<file path="src/rtl/spi_pkg.sv">
// Shared constants and types for the SPI slave: spcon bit positions, byte width, FSM states.
package spi_pkg;
    localparam int SPEN   = 0;
    localparam int CPHA   = 1;
    localparam int CPOL   = 2;
    localparam int BYTE_W = 8;

    typedef enum logic {
        IDLE   = 1'b0,
        ACTIVE = 1'b1
    } state_e;
endpackage

</file>
<file path="src/rtl/spi_sync_edge.sv">
// Multi-flop synchronizer for one asynchronous input, plus rise/fall detect on the synced value.
module spi_sync_edge #(
    parameter int   SYNC_STAGES = 2,
    parameter logic RESET_VAL   = 1'b0
) (
    input  logic clk,
    input  logic rst_n,
    input  logic d,
    output logic q,
    output logic rise,
    output logic fall
);
    logic [SYNC_STAGES-1:0] sync;
    logic                   q_prev;

    // NOTE: sequential state uses non-blocking assignments so every flop samples pre-edge values.
    always_ff @(posedge clk or negedge rst_n) begin
        if (!rst_n) begin
            sync   <= {SYNC_STAGES{RESET_VAL}};
            q_prev <= RESET_VAL;
        end else begin
            sync   <= {sync[SYNC_STAGES-2:0], d};
            q_prev <= sync[SYNC_STAGES-1];
        end
    end

    assign q    = sync[SYNC_STAGES-1];
    assign rise = q & ~q_prev;
    assign fall = ~q & q_prev;
endmodule

</file>
<file path="src/rtl/spi_slave.sv">
// SPI slave: oversamples sck/ssn/mosi in the clk domain, shifts one byte each way per 8 sck cycles,
// MSB first, with a one-byte transmit holding register and a received-byte valid pulse.
module spi_slave
    import spi_pkg::*;
#(
    parameter int SYNC_STAGES = 2
) (
    input  logic              clk,
    input  logic              rst_n,
    input  logic [7:0]        spcon,
    input  logic              sck,
    input  logic              ssn,
    input  logic              mosi,
    output logic              miso,
    output logic              miso_oe,
    input  logic [BYTE_W-1:0] tx_data,
    input  logic              tx_valid,
    output logic              tx_ready,
    output logic [BYTE_W-1:0] rx_data,
    output logic              rx_valid,
    output logic              tx_underrun,
    output logic              frame_abort
);
    logic sck_rise, sck_fall, ssn_rise, ssn_fall, mosi_s;
    logic sck_q_unused, ssn_q_unused, mosi_rise_unused, mosi_fall_unused;
    logic [4:0] spcon_unused;
    assign spcon_unused = spcon[7:3];

    // All three inputs use identical sync depth so their relative alignment is kept.
    spi_sync_edge #(.SYNC_STAGES(SYNC_STAGES), .RESET_VAL(1'b0)) u_sck_sync (
        .clk(clk), .rst_n(rst_n), .d(sck), .q(sck_q_unused), .rise(sck_rise), .fall(sck_fall));
    spi_sync_edge #(.SYNC_STAGES(SYNC_STAGES), .RESET_VAL(1'b1)) u_ssn_sync (
        .clk(clk), .rst_n(rst_n), .d(ssn), .q(ssn_q_unused), .rise(ssn_rise), .fall(ssn_fall));
    spi_sync_edge #(.SYNC_STAGES(SYNC_STAGES), .RESET_VAL(1'b0)) u_mosi_sync (
        .clk(clk), .rst_n(rst_n), .d(mosi), .q(mosi_s), .rise(mosi_rise_unused), .fall(mosi_fall_unused));

    state_e            state_q, state_d;
    logic              cpol_q, cpha_q, need_load;
    logic [2:0]        bit_cnt;
    logic [BYTE_W-1:0] rx_shift, tx_shift, hold, load_byte;
    logic              hold_full;
    logic              enter, leave, load;
    logic              lead_edge, trail_edge, sample_edge, shift_edge;

    assign lead_edge   = cpol_q ? sck_fall : sck_rise;
    assign trail_edge  = cpol_q ? sck_rise : sck_fall;
    assign sample_edge = cpha_q ? trail_edge : lead_edge;
    assign shift_edge  = cpha_q ? lead_edge : trail_edge;
    assign load_byte   = hold_full ? hold : '0;

    always_ff @(posedge clk or negedge rst_n) begin
        if (!rst_n) state_q <= IDLE;
        else        state_q <= state_d;
    end

    // NOTE: every always_comb output gets a default first, so no path can infer a latch.
    always_comb begin
        state_d = state_q;
        enter   = 1'b0;
        leave   = 1'b0;
        case (state_q)
            IDLE:
                if (ssn_fall && spcon[SPEN]) begin
                    state_d = ACTIVE;
                    enter   = 1'b1;
                end
            ACTIVE:
                if (ssn_rise || !spcon[SPEN]) begin
                    state_d = IDLE;
                    leave   = 1'b1;
                end
            default: state_d = IDLE;
        endcase
        load = enter || (state_q == ACTIVE && !leave && shift_edge && need_load);
    end

    always_ff @(posedge clk or negedge rst_n) begin
        if (!rst_n) begin
            hold      <= '0;
            hold_full <= 1'b0;
        end else if (tx_valid && !hold_full) begin
            hold      <= tx_data;
            hold_full <= 1'b1;
        end else if (load) begin
            hold_full <= 1'b0;
        end
    end

    always_ff @(posedge clk or negedge rst_n) begin
        if (!rst_n) begin
            cpol_q      <= 1'b0;
            cpha_q      <= 1'b0;
            need_load   <= 1'b0;
            bit_cnt     <= '0;
            rx_shift    <= '0;
            tx_shift    <= '0;
            rx_data     <= '0;
            rx_valid    <= 1'b0;
            miso        <= 1'b0;
            tx_underrun <= 1'b0;
            frame_abort <= 1'b0;
        end else begin
            rx_valid    <= 1'b0;
            frame_abort <= 1'b0;
            tx_underrun <= load && !hold_full;
            if (enter) begin
                cpol_q    <= spcon[CPOL];
                cpha_q    <= spcon[CPHA];
                bit_cnt   <= '0;
                need_load <= 1'b0;
                // cpha=0 must present the MSB before the first sampling edge.
                if (spcon[CPHA]) begin
                    tx_shift <= load_byte;
                end else begin
                    miso     <= load_byte[BYTE_W-1];
                    tx_shift <= {load_byte[BYTE_W-2:0], 1'b0};
                end
            end else if (leave) begin
                frame_abort <= (bit_cnt != '0);
                bit_cnt     <= '0;
                need_load   <= 1'b0;
                miso        <= 1'b0;
            end else if (state_q == ACTIVE) begin
                if (sample_edge) begin
                    rx_shift <= {rx_shift[BYTE_W-2:0], mosi_s};
                    if (bit_cnt == 3'd7) begin
                        rx_data   <= {rx_shift[BYTE_W-2:0], mosi_s};
                        rx_valid  <= 1'b1;
                        bit_cnt   <= '0;
                        need_load <= 1'b1;
                    end else begin
                        bit_cnt <= bit_cnt + 3'd1;
                    end
                end
                if (shift_edge) begin
                    if (need_load) begin
                        miso      <= load_byte[BYTE_W-1];
                        tx_shift  <= {load_byte[BYTE_W-2:0], 1'b0};
                        need_load <= 1'b0;
                    end else begin
                        miso     <= tx_shift[BYTE_W-1];
                        tx_shift <= {tx_shift[BYTE_W-2:0], 1'b0};
                    end
                end
            end
        end
    end

    assign miso_oe  = (state_q == ACTIVE);
    assign tx_ready = ~hold_full;
endmodule

</file>
<file path="config.mk">
export PLATFORM = sky130hd
export DESIGN_NAME = spi_slave
export DESIGN_NICKNAME = d
export VERILOG_FILES = /design/src/rtl/spi_pkg.sv /design/src/rtl/spi_sync_edge.sv /design/src/rtl/spi_slave.sv
export SDC_FILE = /design/constraint.sdc
export NUM_CORES = 1
export LEC_CHECK = 0
export CORE_ASPECT_RATIO = 2
export CORE_MARGIN = 2
export CORE_UTILIZATION = 53
export DETAILED_ROUTE_END_ITERATION = 16
export GPL_ROUTABILITY_DRIVEN = 0
export PLACE_DENSITY = 0.83
export SYNTH_ARGS = -nofsm -noshare
export SYNTH_HDL_FRONTEND = slang
export SYNTH_HIERARCHICAL = 1
export SYNTH_SLANG_ARGS = --single-unit
</file>
<file path="constraint.sdc">
create_clock -name clk -period 2.7 [get_ports clk]
set_input_delay 0.27 -clock clk [delete_from_list [all_inputs] [get_ports clk]]
set_output_delay 0.27 -clock clk [all_outputs]
set_load 0.02 [all_outputs]
</file>
==> results_dict.tcl, run 1 <==
set metrics [dict create \
    status "completed" \
    routedWlPerCell_um 15.6 \
    placed_area_mm2 0.00265 \
    cts_buffer_depth 2 \
    cts_setup_buffers 0 \
    seq_power_share_pct 52.8 \
    clk_pin_slew_worst_paths_ps 90 \
    clock_sinks 51 \
    cp_slowest_cell "clkdlybuf4s50_1" \
    syn_avg_cell_area_um2 12.7 \
    initial_core_util_pct 54.3 \
    detail-route-antenna-nets 0 \
    fin_util_pct 65.2 \
    max_stage_delay_ps 620 \
    n_fill_cell 310 \
    insertion_delay_ps 310 \
    cts_tree "yes" \
    power_density_mw_per_mm2 664 \
    root_buffer "clkbuf_8" \
    skew_ps 10.9 \
    fmax_mhz 466 \
    met2_usage_pct 31.7 \
    holdBufCountCts 1 \
    drive_above_1_share_pct 24.2 \
    grtUsageMet1_pct 24.7 \
    rows 34 \
    vias 1502 \
    max_cap_violations 0 \
    grtUsageMet3_pct 3.54 \
    synth.cell_area_mm2 0.00231 \
    crit_path_cell_trace "clkinv_1 -> clkdlybuf4s50_1" \
    syn_nets 207 \
    finalMaxSlewViolations 0 \
    grt_pass1_wl_mm 7.34 \
    via_per_inst 5.58 \
    setup.worst_path.end_class "output pin" \
    drt_wl_total_mm 4.21 \
    dr.first_iter.drc_count 36 \
    cp_max_fo 14 \
    stdcell_count 269 \
    hold_viol 0 \
    dpl.cell_count 260 \
    setup_viol 0 \
    antenna_cells 0 \
    layout_setup_ws_ps 553 \
    dp_hpwl_mm 2.99 \
    switchingPower_mw 0.462 \
    period_minus_slack_ps 2150 \
    drc_errors 0 \
    p_sw_share_pct 25.1 \
    grt_usage_pct 19.4 \
    htreeDepth 2 \
    die_x_um 50.7 \
    grt_max_degree 29 \
    dp_slack_ps 579 \
    io_buffers 30 \
    setup.worst_path.class "reg -> out" \
    p_int_mw 1.38 \
    antenna_found_initial 0 \
    tns_ps 0 \
    die_y_um 97.4 \
    timing.slew.headroom_pct 55.0 \
    peakVddDrop_v 0.000473 \
    arrival_ps 1880 \
    final_area_mm2 0.00277 \
    required_ps 2430 \
    layout_common_cells "dfrtp_1 (48), clkdlybuf4s50_1 (29), mux2_2 (23)" \
    cts_resized 0 \
    startpoint_type "flop" \
    worst_slew_pin_slew_ps 673 \
    grt-ovfl-total 0 \
    period_share_pct 79.5 \
    layout_commonest_cell "dfrtp_1" \
    core_area_mm2 0.00425 \
    p_leak_nw 1.35 \
    die_area_mm2 0.00493 \
    p_clk_share_pct 29.6 \
    combPwrFrac_pct 17.6 \
    hold_class "reg -> reg" \
    busiest_layer "met2" \
    ios 36 \
    yosysWarnings 6 \
    syn_inst 182 \
    area.growth.synth_to_final_pct 20.1 \
    drt_pass1_iterations 4 \
    cts_made_buffers 5 \
    grt_pass1_vias 1569 \
    final_nets 239 \
    rsz0062_at_grt "no" \
]
[final timing paths]
kind | start | to | slack [ps] | cells after the start
worst max-delay path | hold_full | tx_ready | 550 | 2
worst min-delay path | u_mosi_sync/sync[0] | u_mosi_sync/sync[1] | 350 | 0
worst max register to register | cpol_q | tx_shift[3] | 610 | 4
worst min register to register | u_mosi_sync/sync[0] | u_mosi_sync/sync[1] | 350 | 0
max in group asynchronous | rst_n | hold[4] | 1480 | 3
min in group asynchronous | rst_n | u_sck_sync/q_prev | 460 | 2
[sequential cells by signal (all words and copies together), names as in the netlist, 2 cells and up]
register / flops
u_sck_sync/sync: 2
u_ssn_sync/sync: 2
u_mosi_sync/sync: 2
tx_shift: 8
rx_shift: 7
bit_cnt: 3
rx_data: 8
hold: 8
[area by class of cell]
type                       instances  area [µm²]  area share, %
sequential                        51        1280           46.1
multi-input combinational        117         958           34.6
timing repair buffer              35         335           12.1
clock buffer                       6        82.6           2.98
tap                               54        67.6           2.44
clock inverter                     2        35.0           1.26
inverter                           4        15.0          0.541
[routing by layer]
layer / part of all wire (%) / up-vias
met4: 2.3 / 0
met3: 4.9 / 8
met2: 51 / 49
met1: 42 / 735
met5: 0 / -
li1: - / 710
[worst max-delay path: cells and delay by family (launching register included)]
family                 cells  cell delay [ps]
buffers and inverters      2              960
flip-flops                 1              610
[power by group through the flow]
stage / logic, mW / clock network (mW) / registers [mW]
after CTS: 0.329 / 0.557 / 0.969
after detailed placement: 0.324 / 0 / 0.984
after global placement: 0.312 / 0 / 0.975
after floorplan: 0.238 / 0 / 0.959
after global routing: 0.359 / 0.588 / 0.989
final: 0.324 / 0.545 / 0.971
[stage by stage]
stage / total power, mW / hold slack (ps)
after floorplan: 1.20 / -25.6
after global placement: 1.29 / 256
after detailed placement: 1.31 / 271
after CTS: 1.85 / 357
after global routing: 1.94 / 367
final: 1.84 / 355
(Power assumes the default switching activity.)
==> run 2: changes to the inputs <==
==> constraint.sdc (replaced) <==
create_clock -name clk -period 2.04 [get_ports clk]
set_input_delay 0.204 -clock clk [delete_from_list [all_inputs] [get_ports clk]]
set_output_delay 0.204 -clock clk [all_outputs]
set_load 0.02 [all_outputs]
==> run 2 against run 1 <==
  * Combinational power is 37% higher
  * Clock power is 27% higher
  * Die area stayed put
  * Global-route usage is 1.2 points higher
  * Non-clock buffer count is 7 higher
  * Design area is 2.1% higher
  * Clock-buffer cell count stayed put
  * Total power is 32% higher
  * First-iteration DRC count is 75% lower
  * Hold slack worse by 48 ps
  * Flip-flop and latch count stayed put
  * Sequential share of layout area is 0.96 points lower
==> results_dict.tcl, run 2 (synthesis results as in run 1) <==
set metrics [dict create \
    status "completed" \
    fin_util_pct 66.6 \
    layout_common_cells "dfrtp_1 (48), clkdlybuf4s50_1 (29), mux2_2 (23)" \
    cp-startpoint "u_ssn_sync/sync[1]" \
    dpl.cell_count 267 \
    period_share_pct 92.3 \
    timing.slew.headroom_pct 60.2 \
    required_ps 2280 \
    final_area_mm2 0.00283 \
    layout_commonest_cell "dfrtp_1" \
    hold_path_end "u_ssn_sync/sync[0]" \
    power.total_mw 2.43 \
    antenna_found_initial 0 \
    cp_slowest_cell "dfstp_2" \
    arrival_ps 2130 \
    startpoint_type "flop" \
    hold_depth 1 \
    antenna_cells 0 \
    fmax_mhz 531 \
    max_stage_delay_ps 550 \
    cts_made_buffers 5 \
    dp_hpwl_mm 3.30 \
    root_buffer "clkbuf_8" \
    drive_above_1_share_pct 26.6 \
    setup.worst_path.end_class "flop" \
    dr.first_iter.drc_count 9 \
    power_density_mw_per_mm2 856 \
    die_x_um 50.7 \
    p_int_mw 1.81 \
    core_area_mm2 0.00425 \
    initial_core_util_pct 54.3 \
    grt_pass1_vias 1666 \
    ios 36 \
    fin_hold_ws_ps 307 \
    switchingPower_mw 0.621 \
    detail-route-antenna-nets 0 \
    finalMaxSlewViolations 0 \
    grt-ovfl-total 0 \
    cts_tree "yes" \
    hold_viol 0 \
    area.growth.synth_to_final_pct 22.6 \
    min-delay-start "ssn" \
    tns_ps 0 \
    cts_buffer_depth 2 \
    rsz0062_at_grt "no" \
    hold_class "in -> reg" \
    p_sw_share_pct 25.6 \
    placed_area_mm2 0.00271 \
    via_per_inst 5.67 \
    seq_power_share_pct 53.1 \
    timing.rr.start "u_ssn_sync/sync[1]" \
    grt_max_degree 20 \
    stdcell_count 276 \
    io_buffers 30 \
    grt_pass1_wl_mm 7.81 \
    p_leak_nw 1.37 \
    rr_worst_depth 5 \
    reg2reg_to "tx_shift[2]" \
    ff2ff_setup_slack_ps 160 \
    reg_top3 "hold: 8 flops, rx_data: 8 flops, tx_shift: 8 flops" \
    skew_ps 10.2 \
    routedWlPerCell_um 16.1 \
    rows 34 \
    dp_slack_ps 71.9 \
    worst_slew_pin_slew_ps 595 \
    die_y_um 97.4 \
    combPwrFrac_pct 18.4 \
    htreeDepth 2 \
    cp_max_fo 8 \
    grt_usage_pct 20.6 \
    drt_wl_total_mm 4.44 \
    p_clk_share_pct 28.6 \
    setup.worst_path.class "reg -> reg" \
    clk_pin_slew_worst_paths_ps 90 \
    peakVddDrop_v 0.000583 \
    drc_errors 0 \
    max_cap_violations 0 \
    layout_setup_ws_ps 157 \
    clock_sinks 51 \
    setup_viol 0 \
    insertion_delay_ps 310 \
    die_area_mm2 0.00493 \
    final_nets 246 \
    drt_pass1_iterations 4 \
    period_minus_slack_ps 1880 \
    vias 1564 \
    crit_path_cell_trace "and2b_2 -> and3b_1 -> nor2_1 -> a211o_1 -> mux2_4" \
]
-- run 2: changes by cell type in the layout (fill, tap and decap cells not counted), sizes merged --
cell      previous run  this run
clkinv               2         1
buf                  5        12
clkinvlp             0         1
-- run 2: worst max-delay path by stage --
| stage | end | slack [ps] |
|---|---|---|
| after floorplan | miso | 210 |
| after global placement | tx_shift[2] | 100 |
| after detailed placement | tx_shift[3] | 70 |
| after CTS | tx_shift[3] | 80 |
| after global routing | rx_data[4] | 40 |
| final | tx_shift[2] | 160 |
-- run 2: power by group through the flow --
stage	sequential [mW]	clock [mW]	combinational (mW)
after global placement	1.29	0	0.425
after CTS	1.29	0.711	0.451
after global routing	1.31	0.736	0.486
after detailed placement	1.31	0	0.446
after floorplan	1.27	0	0.315
final	1.29	0.694	0.445
-- run 2: timing repair --
| action | 4_1_cts | 5_1_grt |
|---|---|---|
| hold buffers | 1 | 0 |
| hold endpoints to repair | 15 | 0 |
| endpoints found under the setup margin | 0 | 3 |
| resized for setup | 0 | 1 |
| setup buffers | 0 | 0 |
-- run 2: final cells by class --
cell class,count,area (µm²)
Clock buffer,6,72.6
Multi-Input combinational cell,117,960
Clock inverter,2,37.5
Inverter,4,15.0
Fill cell,343,1420
Timing Repair Buffer,42,400
Sequential cell,51,1280
Tap cell,54,67.6
-- run 2: worst max-delay path: cells and delay by family (launching register included) --
kind / cells / cell delay, ps
AO/OA/AOI/OAI: 1 / 220
flip-flops: 1 / 550
multiplexers: 1 / 140
AND/OR/NAND/NOR: 3 / 920
-- run 2: per-layer routing --
| layer | wire length (µm) | global-route usage (%) | vias up |
|---|---|---|---|
| met4 | 113 | 8.52 | 0 |
| met1 | 1710 | 25.0 | 783 |
| met3 | 204 | 4.77 | 14 |
| met2 | 2410 | 34.5 | 46 |
| met5 | 0 | 0 | - |
| li1 | - | - | 721 |
==> run 3: changes to the inputs <==
--- a/config.mk
+++ b/config.mk
@@ -10,7 +10,8 @@
 export CORE_UTILIZATION = 53
 export DETAILED_ROUTE_END_ITERATION = 16
 export GPL_ROUTABILITY_DRIVEN = 0
-export PLACE_DENSITY = 0.83
+export GPL_TIMING_DRIVEN = 1
+export PLACE_DENSITY_LB_ADDON = 0.12
 export SYNTH_ARGS = -nofsm -noshare
 export SYNTH_HDL_FRONTEND = slang
 export SYNTH_HIERARCHICAL = 1
==> run 3 against run 2 <==
  * Non-clock buffer count down 1
  * Setup slack worse by 1.4 ps
  * Global-route usage down 1.9 points
  * Combinational power up 2%
  * Register-to-register slack about the same
  * Fmax about the same
  * Die area unchanged
  * Hold slack worse by 2.9 ps
  * Utilization up 0.38 points
  * Design area up 0.57%
  * Via count down 3.0%
  * Largest power group unchanged
==> results_dict.tcl, run 3 (synthesis results as in run 1) <==
set metrics [dict create \
    status "completed" \
    rsz0062_at_grt "no" \
    antenna_found_initial 0 \
    initial_core_util_pct 54.3 \
    fin_util_pct 67.0 \
    ios 36 \
    layout_commonest_cell "dfrtp_1" \
    tns_ps 0 \
    dp_hpwl_mm 2.81 \
    p_leak_nw 1.38 \
    max_stage_delay_ps 540 \
    setup.worst_path.class "reg -> reg" \
    period_share_pct 92.4 \
    die_area_mm2 0.00493 \
    core_area_mm2 0.00425 \
    final_nets 245 \
    die_y_um 97.4 \
    insertion_delay_ps 300 \
    area.growth.synth_to_final_pct 23.3 \
    grt_usage_pct 18.7 \
    clock_sinks 51 \
    detail-route-antenna-nets 0 \
    drt_pass1_iterations 4 \
    rows 34 \
    grt_pass1_wl_mm 7.13 \
    cts_buffer_depth 2 \
    vias 1517 \
    cts_made_buffers 5 \
    crit_path_cell_trace "nor2b_1 -> nand4b_1 -> mux2i_1 -> buf_4 -> nand2_2 -> mux2_2" \
    fmax_mhz 531 \
    antenna_cells 0 \
    htreeDepth 2 \
    layout_common_cells "dfrtp_1 (48), clkdlybuf4s50_1 (29), mux2_2 (23)" \
    hold_class "in -> reg" \
    cp_max_fo 12 \
    via_per_inst 5.52 \
    startpoint_type "flop" \
    timing.slew.headroom_pct 59.8 \
    skew_ps 5.84 \
    required_ps 2230 \
    setup.worst_path.end_class "flop" \
    max_cap_violations 0 \
    reg_top3 "hold: 8 flops, rx_data: 8 flops, tx_shift: 8 flops" \
    grt_pass1_vias 1583 \
    drc_errors 0 \
    drt_wl_total_mm 3.96 \
    power_density_mw_per_mm2 862 \
    arrival_ps 2070 \
    routedWlPerCell_um 14.4 \
    cp_slowest_cell "dfstp_2" \
    die_x_um 50.7 \
    root_buffer "clkbuf_8" \
    finalMaxSlewViolations 0 \
    grt_max_degree 27 \
    power.total_mw 2.45 \
    peakVddDrop_v 0.000713 \
    setup_viol 0 \
    worst_slew_pin_slew_ps 601 \
    hold_viol 0 \
    io_buffers 30 \
    grt-ovfl-total 0 \
    fin_hold_ws_ps 304 \
    drive_above_1_share_pct 26.7 \
    clk_pin_slew_worst_paths_ps 90 \
    cts_setup_buffers 0 \
    cts_tree "yes" \
    period_minus_slack_ps 1880 \
    dr.first_iter.drc_count 28 \
]
[run 3: layout make-up]
type,instances,area [µm²]
flip-flops and latches,51,1280
inverters,4,15.0
repair buffers,41,405
multi-input cells,117,960
fillers,325,1410
clock buffers,6,82.6
well taps,54,67.6
clock inverters,2,38.8
[run 3: metrics by stage]
| step | std cells | worst slack (ps) | instance area [µm²] |
|---|---|---|---|
| 6_report | 275 | 155 | 2850 |
| 3_5_place_dp | 266 | 64.7 | 2720 |
| 5_1_grt | 275 | 44.1 | 2850 |
| 4_1_cts | 275 | 111 | 2850 |
| 3_3_place_gp | 266 | 86.9 | 2720 |
| 2_1_floorplan | 182 | 213 | 2310 |
[run 3: repair_timing]
action	in CTS	in global routing
resized for setup	0	1
hold buffers	1	0
endpoints found under the setup margin	0	7
endpoints found under the hold margin	25	0
[run 3: path summary, 6_finish.rpt]
path / start / end / slack, ps / cells after the start
hold reg to reg: u_ssn_sync/sync[0] / u_ssn_sync/sync[1] / 360 / 0
max in group asynchronous: rst_n / u_ssn_sync/sync[0] / 990 / 3
setup / recovery: u_ssn_sync/sync[1] / rx_data[2] / 160 / 6
setup reg to reg: u_ssn_sync/sync[1] / rx_data[2] / 160 / 6
hold / removal: ssn / u_ssn_sync/sync[0] / 300 / 1
min in group asynchronous: rst_n / hold[7] / 430 / 2
[run 3: layer usage]
layer / part of all wire (%) / global-route usage (%) / up-vias / wire [µm]
met5: 0 / 0 / - / 0
met4: 2.2 / 7.90 / 0 / 86
met3: 2.9 / 2.92 / 8 / 115
met2: 50 / 29.5 / 35 / 1970
met1: 45 / 25.5 / 747 / 1800
li1: - / - / 727 / -
[run 3: report_power, final]
group | switching, mW | internal [mW] | total, mW | leakage, nW
registers | 0.116 | 1.16 | 1.28 | 0.659
logic | 0.163 | 0.289 | 0.453 | 0.664
clock network | 0.323 | 0.403 | 0.727 | 0.0618
[run 3: critical path: cells and delay by family (launching register included)]
family	cells	cell delay, ps
buf+inv	1	190
mux	2	430
simple gates	3	610
flops	1	540
